## src/rtl/cart_loader_if.sv

```systemverilog
// Download byte stream in, target memory write port out.
// The loader is the slave of the ioctl stream and drives the target port.
interface cart_loader_if #(
    parameter int ADDR_W  = 18,
    parameter int NUM_TGT = 2
);
    logic               ioctl_download;
    logic [7:0]         ioctl_index;
    logic [24:0]        ioctl_addr;
    logic [7:0]         ioctl_dout;
    logic               ioctl_wr;
    logic [NUM_TGT-1:0] tgt_we;
    logic [ADDR_W-1:0]  tgt_addr;
    logic [7:0]         tgt_data;

    modport master (
        output ioctl_download, ioctl_index, ioctl_addr,
        output ioctl_dout, ioctl_wr,
        input  tgt_we, tgt_addr, tgt_data
    );

    modport slave (
        input  ioctl_download, ioctl_index, ioctl_addr,
        input  ioctl_dout, ioctl_wr,
        output tgt_we, tgt_addr, tgt_data
    );
endinterface

```

## src/rtl/cart_loader.sv

```systemverilog
// Cartridge/BIOS loader: routes download bytes to a target memory,
// strips an optional 128-byte "ATARI" header and reports cart metadata.
module cart_loader #(
    parameter int ADDR_W  = 18,
    parameter int HDR_LEN = 128,
    parameter int NUM_TGT = 2
) (
    input  logic        clk_sys,
    input  logic        reset,
    cart_loader_if.slave bus,
    output logic        hdr_valid,
    output logic [15:0] cart_flags,
    output logic [7:0]  cart_region,
    output logic [31:0] cart_size,
    output logic        load_done,
    output logic        busy,
    output logic        ovf,
    output logic        boot_hold
);
    localparam int SEL_W = (NUM_TGT > 1) ? $clog2(NUM_TGT) : 1;
    localparam logic [24:0] HDR_END = 25'(HDR_LEN);
    localparam logic [39:0] MAGIC = "ATARI";

    typedef enum logic [2:0] {
        WAIT_LOW,
        IDLE,
        HDR,
        DATA,
        FINISH
    } state_e;

    state_e             state_q, state_d;
    logic               dl_q;
    logic [SEL_W-1:0]   sel_q, sel_d;
    logic               hv_q, hv_d;
    logic               mism_q, mism_d;
    logic [24:0]        last_q, last_d;
    logic               seen_q, seen_d;
    logic               ovf_q, ovf_d;
    logic [15:0]        flags_q, flags_d;
    logic [7:0]         region_q, region_d;
    logic [31:0]        size_q, size_d;
    logic               boot_q = 1'b1;
    logic               boot_d;
    logic [NUM_TGT-1:0] we_q, we_d;
    logic [ADDR_W-1:0]  addr_q, addr_d;
    logic [7:0]         data_q, data_d;

    logic        rise, fall, stb, is_hdr, in_magic, cart, pay_ovf;
    logic [24:0] pay;
    logic [7:0]  magic_b;
    logic [31:0] total, sub;
    logic [NUM_TGT-1:0] onehot;

    assign rise     = bus.ioctl_download & ~dl_q;
    assign fall     = ~bus.ioctl_download & dl_q;
    assign stb      = (state_q == HDR || state_q == DATA)
                    & bus.ioctl_download & bus.ioctl_wr;
    assign is_hdr   = bus.ioctl_addr < HDR_END;
    assign in_magic = (bus.ioctl_addr >= 25'd1)
                    && (bus.ioctl_addr <= 25'd5);
    assign cart     = sel_q != '0;
    assign pay      = hv_q ? bus.ioctl_addr - HDR_END
                           : bus.ioctl_addr;
    assign pay_ovf  = |(pay >> ADDR_W);
    assign onehot   = NUM_TGT'(1) << sel_q;
    assign total    = {7'd0, last_q} + 32'd1;
    assign sub      = hv_q ? 32'(HDR_LEN) : 32'd0;

    always_comb begin
        case (bus.ioctl_addr[2:0])
            3'd1:    magic_b = MAGIC[39:32];
            3'd2:    magic_b = MAGIC[31:24];
            3'd3:    magic_b = MAGIC[23:16];
            3'd4:    magic_b = MAGIC[15:8];
            3'd5:    magic_b = MAGIC[7:0];
            default: magic_b = 8'h00;
        endcase
    end

    always_comb begin
        state_d  = state_q;
        sel_d    = sel_q;
        hv_d     = hv_q;
        mism_d   = mism_q;
        last_d   = last_q;
        seen_d   = seen_q;
        ovf_d    = ovf_q;
        flags_d  = flags_q;
        region_d = region_q;
        size_d   = size_q;
        boot_d   = boot_q;
        we_d     = '0;
        addr_d   = addr_q;
        data_d   = data_q;
        unique case (state_q)
            WAIT_LOW: begin
                if (!bus.ioctl_download) state_d = IDLE;
            end
            IDLE: begin
                if (rise) begin
                    state_d = HDR;
                    if (bus.ioctl_index >= 8'(NUM_TGT-1))
                        sel_d = SEL_W'(NUM_TGT-1);
                    else
                        sel_d = SEL_W'(bus.ioctl_index);
                    hv_d   = 1'b0;
                    mism_d = 1'b0;
                    last_d = '0;
                    seen_d = 1'b0;
                    ovf_d  = 1'b0;
                end
            end
            HDR, DATA: begin
                if (fall) begin
                    state_d = FINISH;
                end else if (stb) begin
                    last_d = bus.ioctl_addr;
                    seen_d = 1'b1;
                    data_d = bus.ioctl_dout;
                    if (is_hdr) begin
                        we_d   = onehot;
                        addr_d = ADDR_W'(bus.ioctl_addr);
                    end else begin
                        state_d = DATA;
                        // Out-of-range payload is dropped, not wrapped.
                        if (pay_ovf) begin
                            ovf_d = 1'b1;
                        end else begin
                            we_d   = onehot;
                            addr_d = ADDR_W'(pay);
                        end
                    end
                    if (cart && is_hdr) begin
                        if (in_magic) begin
                            mism_d = mism_q
                                   | (bus.ioctl_dout != magic_b);
                            if (bus.ioctl_addr == 25'd5)
                                hv_d = ~mism_d;
                        end
                        if (bus.ioctl_addr == 25'd53)
                            flags_d[15:8] = bus.ioctl_dout;
                        if (bus.ioctl_addr == 25'd54)
                            flags_d[7:0] = bus.ioctl_dout;
                        if (bus.ioctl_addr == 25'd57)
                            region_d = bus.ioctl_dout;
                    end
                end
            end
            FINISH: begin
                state_d = IDLE;
                if (cart) begin
                    if (!seen_q)
                        size_d = '0;
                    else if (total > sub)
                        size_d = total - sub;
                    else
                        size_d = '0;
                    boot_d = 1'b0;
                end
            end
            default: state_d = WAIT_LOW;
        endcase
    end

    always_ff @(posedge clk_sys) begin
        if (reset) begin
            state_q  <= WAIT_LOW;
            sel_q    <= '0;
            hv_q     <= 1'b0;
            mism_q   <= 1'b0;
            last_q   <= '0;
            seen_q   <= 1'b0;
            ovf_q    <= 1'b0;
            flags_q  <= '0;
            region_q <= '0;
            size_q   <= '0;
            we_q     <= '0;
            addr_q   <= '0;
            data_q   <= '0;
        end else begin
            state_q  <= state_d;
            sel_q    <= sel_d;
            hv_q     <= hv_d;
            mism_q   <= mism_d;
            last_q   <= last_d;
            seen_q   <= seen_d;
            ovf_q    <= ovf_d;
            flags_q  <= flags_d;
            region_q <= region_d;
            size_q   <= size_d;
            we_q     <= we_d;
            addr_q   <= addr_d;
            data_q   <= data_d;
        end
    end

    // Edge detector and boot hold deliberately ignore reset.
    always_ff @(posedge clk_sys) begin
        dl_q <= bus.ioctl_download;
        if (!reset) boot_q <= boot_d;
    end

    assign bus.tgt_we   = we_q;
    assign bus.tgt_addr = addr_q;
    assign bus.tgt_data = data_q;
    assign hdr_valid    = hv_q;
    assign cart_flags   = flags_q;
    assign cart_region  = region_q;
    assign cart_size    = size_q;
    assign load_done    = state_q == FINISH;
    assign busy         = (state_q == HDR) || (state_q == DATA);
    assign ovf          = ovf_q;
    assign boot_hold    = boot_q;
endmodule

```

## src/flat_wrapper.sv

```systemverilog
// flat-port wrapper written by rule: the top's interface ports become plain ports
module cart_loader_flat 
#(
    parameter int ADDR_W  = 18,
    parameter int HDR_LEN = 128,
    parameter int NUM_TGT = 2
)
  (clk_sys, reset, hdr_valid, cart_flags, cart_region, cart_size, load_done, busy, ovf, boot_hold, bus_ioctl_download, bus_ioctl_index, bus_ioctl_addr, bus_ioctl_dout, bus_ioctl_wr, bus_tgt_we, bus_tgt_addr, bus_tgt_data);
  cart_loader_if #(.ADDR_W(ADDR_W), .NUM_TGT(NUM_TGT)) bus_i ();
  input  logic clk_sys;
  input  logic reset;
  output logic hdr_valid;
  output logic [15:0] cart_flags;
  output logic [7:0] cart_region;
  output logic [31:0] cart_size;
  output logic load_done;
  output logic busy;
  output logic ovf;
  output logic boot_hold;
  input wire logic [$bits(bus_i.ioctl_download)-1:0] bus_ioctl_download;
  input wire logic [$bits(bus_i.ioctl_index)-1:0] bus_ioctl_index;
  input wire logic [$bits(bus_i.ioctl_addr)-1:0] bus_ioctl_addr;
  input wire logic [$bits(bus_i.ioctl_dout)-1:0] bus_ioctl_dout;
  input wire logic [$bits(bus_i.ioctl_wr)-1:0] bus_ioctl_wr;
  output wire logic [$bits(bus_i.tgt_we)-1:0] bus_tgt_we;
  output wire logic [$bits(bus_i.tgt_addr)-1:0] bus_tgt_addr;
  output wire logic [$bits(bus_i.tgt_data)-1:0] bus_tgt_data;
  assign bus_i.ioctl_download = bus_ioctl_download;
  assign bus_i.ioctl_index = bus_ioctl_index;
  assign bus_i.ioctl_addr = bus_ioctl_addr;
  assign bus_i.ioctl_dout = bus_ioctl_dout;
  assign bus_i.ioctl_wr = bus_ioctl_wr;
  assign bus_tgt_we = bus_i.tgt_we;
  assign bus_tgt_addr = bus_i.tgt_addr;
  assign bus_tgt_data = bus_i.tgt_data;
  cart_loader #(.ADDR_W(ADDR_W), .HDR_LEN(HDR_LEN), .NUM_TGT(NUM_TGT)) u_core (.clk_sys(clk_sys), .reset(reset), .bus(bus_i), .hdr_valid(hdr_valid), .cart_flags(cart_flags), .cart_region(cart_region), .cart_size(cart_size), .load_done(load_done), .busy(busy), .ovf(ovf), .boot_hold(boot_hold));
endmodule
```

## config.mk

```make
export PLATFORM = sky130hd
export DESIGN_NAME = cart_loader_flat
export DESIGN_NICKNAME = d
export VERILOG_FILES = /design/src/rtl/cart_loader_if.sv /design/src/rtl/cart_loader.sv /design/src/flat_wrapper.sv
export SDC_FILE = /design/constraint.sdc
export NUM_CORES = 1
export LEC_CHECK = 0
export ABC_AREA = 1
export CAP_MARGIN = 20
export CORE_UTILIZATION = 35
export CTS_CLUSTER_DIAMETER = 30
export CTS_CLUSTER_SIZE = 30
export DETAILED_ROUTE_END_ITERATION = 12
export PLACE_DENSITY = 0.69
export SLEW_MARGIN = 0
export SYNTH_ARGS = -nofsm -noshare
export SYNTH_HDL_FRONTEND = slang
export SYNTH_SLANG_ARGS = --single-unit
```

## constraint.sdc

```tcl
create_clock -name clk_sys -period 5.95 [get_ports clk_sys]
set_input_delay 1.19 -clock clk_sys [delete_from_list [all_inputs] [get_ports clk_sys]]
set_output_delay 1.19 -clock clk_sys [all_outputs]
set_load 0.02 [all_outputs]
```

* Yosys cells after proc, flatten, opt, wreduce, memory -nomap -nowiden
Index checks and enable logic that the tools add are counted.
** Cells by class
- Bitwise operators :: 11
- $mul :: 0
- Add/sub/neg operators :: 3
- Shifts and indexed selects :: 1
- Mux-type cells :: 40
- Equal/unequal tests :: 26
- Div/mod/pow operators :: 0
- $lt $le $gt $ge :: 5
- Reduce and logical (&&, ||, !) cells :: 21
** Operators by type and width (count)
- $mux W25 :: 4
- $eq A25 B6 Y1 const B :: 3
- $mux W32 :: 2
- $pmux W25 S2 :: 1
- $mux W18 :: 2
- $gt A32 B32 Y1 :: 1
- $sub A32 B32 Y32 :: 1
- $pmux W7 S4 :: 1
- $add A25 B1 Y26 const B :: 1
- $eq A25 B3 Y1 const B :: 1
- $ge A25 B1 Y1 const B :: 1
- $le A25 B3 Y1 const B :: 1
- $lt A25 B8 Y1 const B :: 1
- $sub A25 B8 Y25 const B :: 1
- $mux W1 :: 17
- $mux W3 :: 5
- $reduce_and A5 Y1 :: 3
- $ne A2 B1 Y1 const B :: 7
- $eq A3 B2 Y1 const B :: 4
- $pmux W3 S4 :: 1
- $reduce_and A4 Y1 :: 3
- $reduce_and A6 Y1 :: 2
- $eq A3 B3 Y1 const B :: 3
- $ge A8 B1 Y1 const B :: 1
- 22 further kinds :: 40
** Storage, ports and cells
- Memories :: 0
- Bits in read-only memories :: 0
- Word-level logic and storage cells :: 122
- Memory bits (writable) :: 0
- Input port bits :: 45
- Flip-flop bits (word level) :: 118
- Latch bits :: 0
- Output and inout bits :: 89

* Depth between registers and ports, before layout
Gate-level depths: netlist of run 1.
- Word-level depth :: 12
- Depth in mapped cells :: 17
- Mapped depth without buffers :: 17

* Worst setup path after synthesis of run 1
OpenSTA, ideal clock, no wires.
- Kind :: in2reg
- Start point :: input bus_ioctl_addr[7]
- End point :: register u_core.addr_q[17] (netlist: u_core.bus.tgt_addr[17])
- Stages :: 14
- Buffers on the path :: 1
- Data arrival time :: 2.785 ns
- Path slack :: 3.050 ns
- Setup time :: 0.115 ns
- Required time :: 5.835 ns
- Path through :: inv_1 ha_1 inv_1 nor4_2 nand2_1 nand2_1 nand2_1 nor2_1 nand3_1 nand2_2 buf_2 nand3_1 nand2_1 nor2_1
** Between the ends
- Cells in the longest elaborated chain, start to end :: 5
- Elaborated cells between the ends (all ways) :: 8
- Those cells by class :: add/sub: 1; order compare: 1; eq/ne: 1; mux: 3; reduce/logical: 2
** RTL lines
- start, declared :: RTL line flat_wrapper.sv:22 : input wire logic [$bits(bus_i.ioctl_addr)-1:0] bus_ioctl_addr;
- $sub A25 B8 Y25 :: RTL line cart_loader.sv:63 : assign pay = hv_q ? bus.ioctl_addr - HDR_END
- $mux W25 :: RTL line cart_loader.sv:63
- $reduce_or A7 Y1 :: RTL line cart_loader.sv:65 : assign pay_ovf = |(pay >> ADDR_W);
- $ne A2 B1 Y1 (no line)
- $reduce_and A4 Y1 (no line)
- end signal, assigned :: RTL line cart_loader.sv:193 : addr_q <= addr_d;
- end, declared :: RTL line cart_loader.sv:46 : logic [ADDR_W-1:0] addr_q, addr_d;
Parallel ways exist; a longest one is shown, timed or not. The select of a mux whose other input is x is not followed.
A chain may end at the register's enable or synchronous reset.

* Worst setup path in the final report of run 1
- Start point :: input bus_ioctl_addr[7]
- End point :: register u_core.addr_q[3] (netlist: u_core.bus.tgt_addr[3])
Same word-level chain as after synthesis.

==> flow_summary.json, run 1 <==
{
  "cts_sinks": 118,
  "hold_path_depth": 2,
  "initial_core_util": 0.360,
  "yosysSeqAreaShare": 0.362,
  "postCtsHoldBufs": 0,
  "slew_violations": 0,
  "numCtsBuffers": 17,
  "critPathSlowestCell": "nand2_2",
  "finalHoldViolCount": 0,
  "dr.pass1.iters": 12,
  "status": "finished, violations left",
  "slew_headroom": 0.356,
  "ctsResizeCount": 0,
  "viasPerCell": 5.04,
  "p_leak_nw": 3.31,
  "htreeDepth": 4,
  "crit_start": "bus_ioctl_addr[7]",
  "syn2layout_area_growth_pct": 31.1,
  "min_from": "u_core.cart_size[30]",
  "drc": 4,
  "grt_use_total": 0.211,
  "antenna_found_initial": 0,
  "synth_seq_cells": 118,
  "endpoint_kind": "flip-flop",
  "min_period_ns": 3.56,
  "fin_setup_tns_ns": 0,
  "p_per_area_nw_per_um2": 280,
  "synth-main-ff-cell": "dfxtp_1",
  "yosysWarnings": 0,
  "violations": "design-rule violations",
  "critPathKind": "in -> reg",
  "drt_iter0_markers": 545,
  "grt_pass1_wl_um": 32400,
  "clockBufferDepth": 2,
  "core.rowCount": 49,
  "finish.instance_area_um2": 8570,
  "core_um2": 18100,
  "wl_um": 19800,
  "die_area_um2": 19200,
  "n_fill_cell": 1830,
  "r2r_end": "u_core.cart_size[31]",
  "grt_max_degree": 90,
  "syn_area_um2": 6530,
  "fp.dieH_um": 139,
  "max_freq_mhz": 281,
  "layout-drive-gt1-share": 0.0663,
  "placed_area_um2": 7980,
  "critPathMaxStageDelay_ns": 0.54,
  "cp_data_arrival_time_ns": 3.89,
  "grt_pass1_vias": 6231,
  "netlist.area_leader.share": 0.362,
  "hpwl_um": 14800,
  "io_pins": 134,
  "synth_edf_count": 0,
  "root_buffer": "clkbuf_16",
  "seqCellArea_um2": 2360,
  "fin_ws_ns": 2.39,
  "worstMarginPinSlew_ns": 0.963,
  "rsz0062_at_grt": "no",
  "place_congestion": 0.907,
  "gr-total-overflow": 0,
  "vdd.ir_drop.worst_v": 0.000209,
  "finalCritPeriodShare": 0.599,
  "port_buffers": 132,
  "synth.avg_cell_area_um2": 6.51,
  "synthArstFlopShare": 0,
  "cap_violations": 0,
  "path_cells": "clkdlybuf4s50_1 -> inv_1 -> ha_1 -> nand2_1 -> nor3_1 -> nand2_1 -> xor2_1 -> nand3_1 -> nand2_2 -> nand3_1 -> nand2_1 -> nor2_1",
  "ant_nets": 0,
  "via_count": 6855,
  "clock_skew_ns": 0.0121,
  "r2r-start": "u_core.last_q[0]",
  "hold_path.class": "reg -> reg",
  "cts_tree": "done",
  "wl_per_cell_um": 14.6,
  "syn_nets": 1053,
  "cp.required_ns": 6.27,
  "setup.worst_path.start_class": "input port",
  "multi_input_area_um2": 3640,
  "post_cts_buffers": 0,
  "endpoint": "u_core.bus.tgt_addr[3]",
  "crit_top_cell": "nand2_1",
  "yosys-top-cells-area": "dfxtp_1, nand2_1, nor2_1",
  "die_w_um": 139,
  "worstPathMaxFanout": 37,
  "n_antenna_cell": 0,
  "path_clk_slew_ns": 0.07,
  "synth.most_common_cell": "nand2_1",
  "yosys.area.top_type": "dfxtp_1",
  "syn-instance-count": 1003,
  "clock_latency_ns": 0.43,
  "r2r_setup_slack_ns": 2.75,
  "ys_top_cells_by_count": "nand2_1, nor2_1, dfxtp_1",
  "ff2ff_path_depth": 13,
  "fin_nets": 1168,
  "place_ws_ns": 2.01,
  "yosysUniqueCellTypes": 39,
  "final-setup-viol-count": 0
}
## cell type report
cell class / count / share of cell area
clock buffers: 17 / 0.0497
clock inverters: 15 / 0.0184
inverters: 89 / 0.0390
multi-input cells: 757 / 0.425
flip-flops and latches: 118 / 0.276
well taps: 229 / 0.0335
repair buffers: 135 / 0.159
## placed cells by master (no fill, tap or decap), types with 2 or more instances in the layout
| master | n |
|---|---|
| clkdlybuf4s50_1 | 131 |
| o41ai_1 | 2 |
| nand2_1 | 293 |
| a21oi_1 | 88 |
| nor3_1 | 19 |
| dfxtp_1 | 118 |
| inv_8 | 5 |
| o21bai_1 | 2 |
| nor2_2 | 14 |
| and3_1 | 3 |
| o31ai_1 | 2 |
| nand3_1 | 76 |
| nand3b_1 | 2 |
| xnor2_1 | 6 |
| nand4_1 | 21 |
| xor2_1 | 24 |
| ha_1 | 5 |
| a211oi_1 | 27 |
| clkinv_8 | 2 |
| inv_1 | 84 |
| inv_6 | 6 |
| nor2_4 | 5 |
| clkinv_1 | 2 |
| nor2_1 | 127 |
| inv_2 | 3 |
| o21ai_0 | 13 |
| nand2_2 | 12 |
| buf_4 | 2 |
| clkbuf_16 | 17 |
| nor4_1 | 6 |
## where the power goes
group	switching [mW]	internal [mW]	total, mW
logic	0.339	0.174	0.514
registers	0.0398	0.821	0.861
clock network	0.458	0.561	1.02
## critical path, delay by kind of cell
| kind | cells | cell delay [ns] |
|---|---|---|
| XOR/XNOR | 1 | 0.16 |
| buffers and inverters | 2 | 0.58 |
| adder cells (fa/ha/maj) | 1 | 0.31 |
| AND/OR/NAND/NOR | 8 | 1.64 |
## sequential cells by signal (all words and copies together) (netlist names)
name and flops:
u_core.seen_q 1, u_core.cart_region 8, u_core.dl_q 1, u_core.hdr_valid 1
u_core.bus.tgt_we 2, u_core.ovf 1, u_core.mism_q 1, u_core.cart_flags 16
u_core.cart 1, u_core.last_q 25, u_core.state_q 3, u_core.bus.tgt_addr 18
u_core.bus.tgt_data 8, u_core.cart_size 32
## worst min-delay path by stage
stage | end | slack (ns)
5_1_grt | u_core.cart_size[30] | 0.47
2_1_floorplan | u_core.bus.tgt_we[0] | 0.44
6_report | u_core.cart_size[30] | 0.44
3_5_place_dp | u_core.cart_size[30] | 0.43
4_1_cts | u_core.cart_size[30] | 0.44
3_3_place_gp | u_core.cart_size[30] | 0.43
## cell families after synthesis
| kind of cell | count (synthesis) | synth area share |
|---|---|---|
| compound gates | 139 | 0.123 |
| simple gates | 582 | 0.384 |
| fa+ha+maj | 5 | 0.00957 |
| other cells | 1 | 0.000574 |
| xor+xnor | 30 | 0.0402 |
| buf+inv | 128 | 0.0812 |
| flops | 118 | 0.362 |
## through the flow
stage                util  hold WS (ns)  power (mW)  std cells
global route        0.472         0.471        2.51       1360
floorplan               -         0.438        1.22       1003
CTS                 0.472         0.438        2.41       1360
global placement    0.438         0.427        1.39       1327
finish              0.472         0.437        2.39       1360
detailed placement  0.440         0.427        1.38       1328
## routing by layer
layer  track usage  part of all wire  vias to the layer above
li1              -                 -                     3500
met1         0.304              0.48                     3098
met2         0.316              0.43                      244
met3        0.0428             0.074                       13
met4        0.0591            0.0083                        0
met5             0                 0                        -
No activity file was read; power rests on OpenSTA's default activity.
==> run 2: changes to the inputs <==
- PLACE_DENSITY: 0.69 -> 0.71
- clock period: 5.95 -> 3.1 ns (I/O delays scaled with it)
==> run 2 against run 1 <==
The run still ends with design-rule violations left. Flip-flop and latch count unchanged. Count of clock-buffer cells in the layout unchanged. Setup slack got worse by 2.0 ns. Register-to-register slack got worse by 2.4 ns. Critical endpoint is now u_core.cart_size[25]. Die area unchanged. Cell count increased by 1.6%.
==> flow_summary.json, run 2 (synthesized netlist as in run 1, its figures left out) <==
{
  "cts_tree": "done",
  "port_buffers": 132,
  "final-setup-viol-count": 0,
  "max_freq_mhz": 368,
  "p_per_area_nw_per_um2": 528,
  "grt_pass1_vias": 6424,
  "ctsResizeCount": 0,
  "grt_use_total": 0.210,
  "slew_headroom": 0.380,
  "place_congestion": 0.934,
  "final_cell_mix": "nand2_1, clkdlybuf4s50_1, nor2_1, dfxtp_1, a21oi_1",
  "n_fill_cell": 1868,
  "min_period_ns": 2.72,
  "die_area_um2": 19200,
  "violations": "design-rule violations",
  "drt_iter0_markers": 508,
  "grt_max_degree": 90,
  "root_buffer": "clkbuf_16",
  "core.rowCount": 49,
  "cts_sinks": 118,
  "vdd.ir_drop.worst_v": 0.000376,
  "drc": 13,
  "wl_per_cell_um": 14.2,
  "placed_area_um2": 8180,
  "endpoint_kind": "flip-flop",
  "path_clk_slew_ns": 0.06,
  "htreeDepth": 4,
  "layout-drive-gt1-share": 0.0841,
  "via_count": 6920,
  "io_pins": 134,
  "finalCritPeriodShare": 0.877,
  "viasPerCell": 5.01,
  "dr.pass1.iters": 10,
  "setup.worst_path.start_class": "flip-flop",
  "largest_register_ffs": 32,
  "fin_setup_tns_ns": 0,
  "post_cts_buffers": 0,
  "p_leak_nw": 3.43,
  "place_ws_ns": 0.113,
  "core_um2": 18100,
  "grt_pass1_wl_um": 32300,
  "ant_nets": 0,
  "n_antenna_cell": 0,
  "dp_cells": 1350,
  "critPathKind": "reg -> reg",
  "cap_violations": 0,
  "postCtsHoldBufs": 0,
  "clock_skew_ns": 0.00796,
  "finalHoldViolCount": 0,
  "slew_violations": 0,
  "rsz0062_at_grt": "no",
  "antenna_found_initial": 0,
  "wl_um": 19700,
  "layoutNonFillerInstCount": 1382,
  "die_w_um": 139,
  "hpwl_um": 15200,
  "status": "finished, violations left",
  "initial_core_util": 0.360,
  "finish.instance_area_um2": 8780,
  "fin_ws_ns": 0.383,
  "holdWs_ns": 0.437,
  "final_common_cell": "nand2_1",
  "numCtsBuffers": 17,
  "gr-total-overflow": 0,
  "clockBufferDepth": 2,
  "hold_path.class": "reg -> reg",
  "cp_data_arrival_time_ns": 3.05,
  "clock_latency_ns": 0.42,
  "worstMarginPinSlew_ns": 0.930,
  "cp.required_ns": 3.44,
  "syn2layout_area_growth_pct": 34.3,
  "fin_nets": 1190,
  "worstPathMaxFanout": 8,
  "fp.dieH_um": 139
}
-- run 2: report_power, final --
part	total [mW]	internal (mW)	leakage (nW)	switching (mW)
registers	1.64	1.58	0.952	0.0598
clock network	1.97	1.09	0.292	0.874
logic	1.03	0.358	2.19	0.676
-- run 2: stage by stage --
stage	util	power, mW
final	0.484	4.64
after global routing	0.484	4.86
after CTS	0.484	4.66
after detailed placement	0.451	2.69
after global placement	0.451	2.68
after floorplan	-	2.34
-- run 2: critical path, stage by stage (launching register included) --
cell and delay, ns:
dfxtp_1 0.47, nand2_1 0.16, nor2_4 0.22, nand2_2 0.13, xor2_1 0.17, ha_1 0.21, ha_1 0.21, nand3_1 0.15
nor2_4 0.19, nand2_1 0.14, nor2_2 0.12, nand3_1 0.15, nand2_1 0.12, nand2_1 0.06, a21oi_1 0.12
-- run 2: layer usage --
layer	vias up	track usage	share of wire
met5	-	0	0
met4	0	0.102	0.035
met3	43	0.0321	0.062
met2	246	0.333	0.44
met1	3093	0.280	0.46
li1	3538	-	-
-- run 2: worst paths after layout --
kind	end	depth (start not counted)	slack, ns	from
min	u_core.cart_size[30]	2	0.44	u_core.cart_size[30]
max	u_core.cart_size[25]	14	0.38	u_core.last_q[2]
min reg2reg	u_core.cart_size[30]	2	0.44	u_core.cart_size[30]
max reg2reg	u_core.cart_size[25]	14	0.38	u_core.last_q[2]
-- run 2: cell type report --
| cell class | instances | area (um^2) | share of cell area |
|---|---|---|---|
| tap | 229 | 287 | 0.0326 |
| multi-input combinational | 757 | 3640 | 0.415 |
| inverter | 89 | 334 | 0.0381 |
| timing repair buffer | 157 | 1550 | 0.177 |
| clock buffer | 17 | 425 | 0.0485 |
| sequential | 118 | 2360 | 0.269 |
| clock inverter | 15 | 173 | 0.0197 |
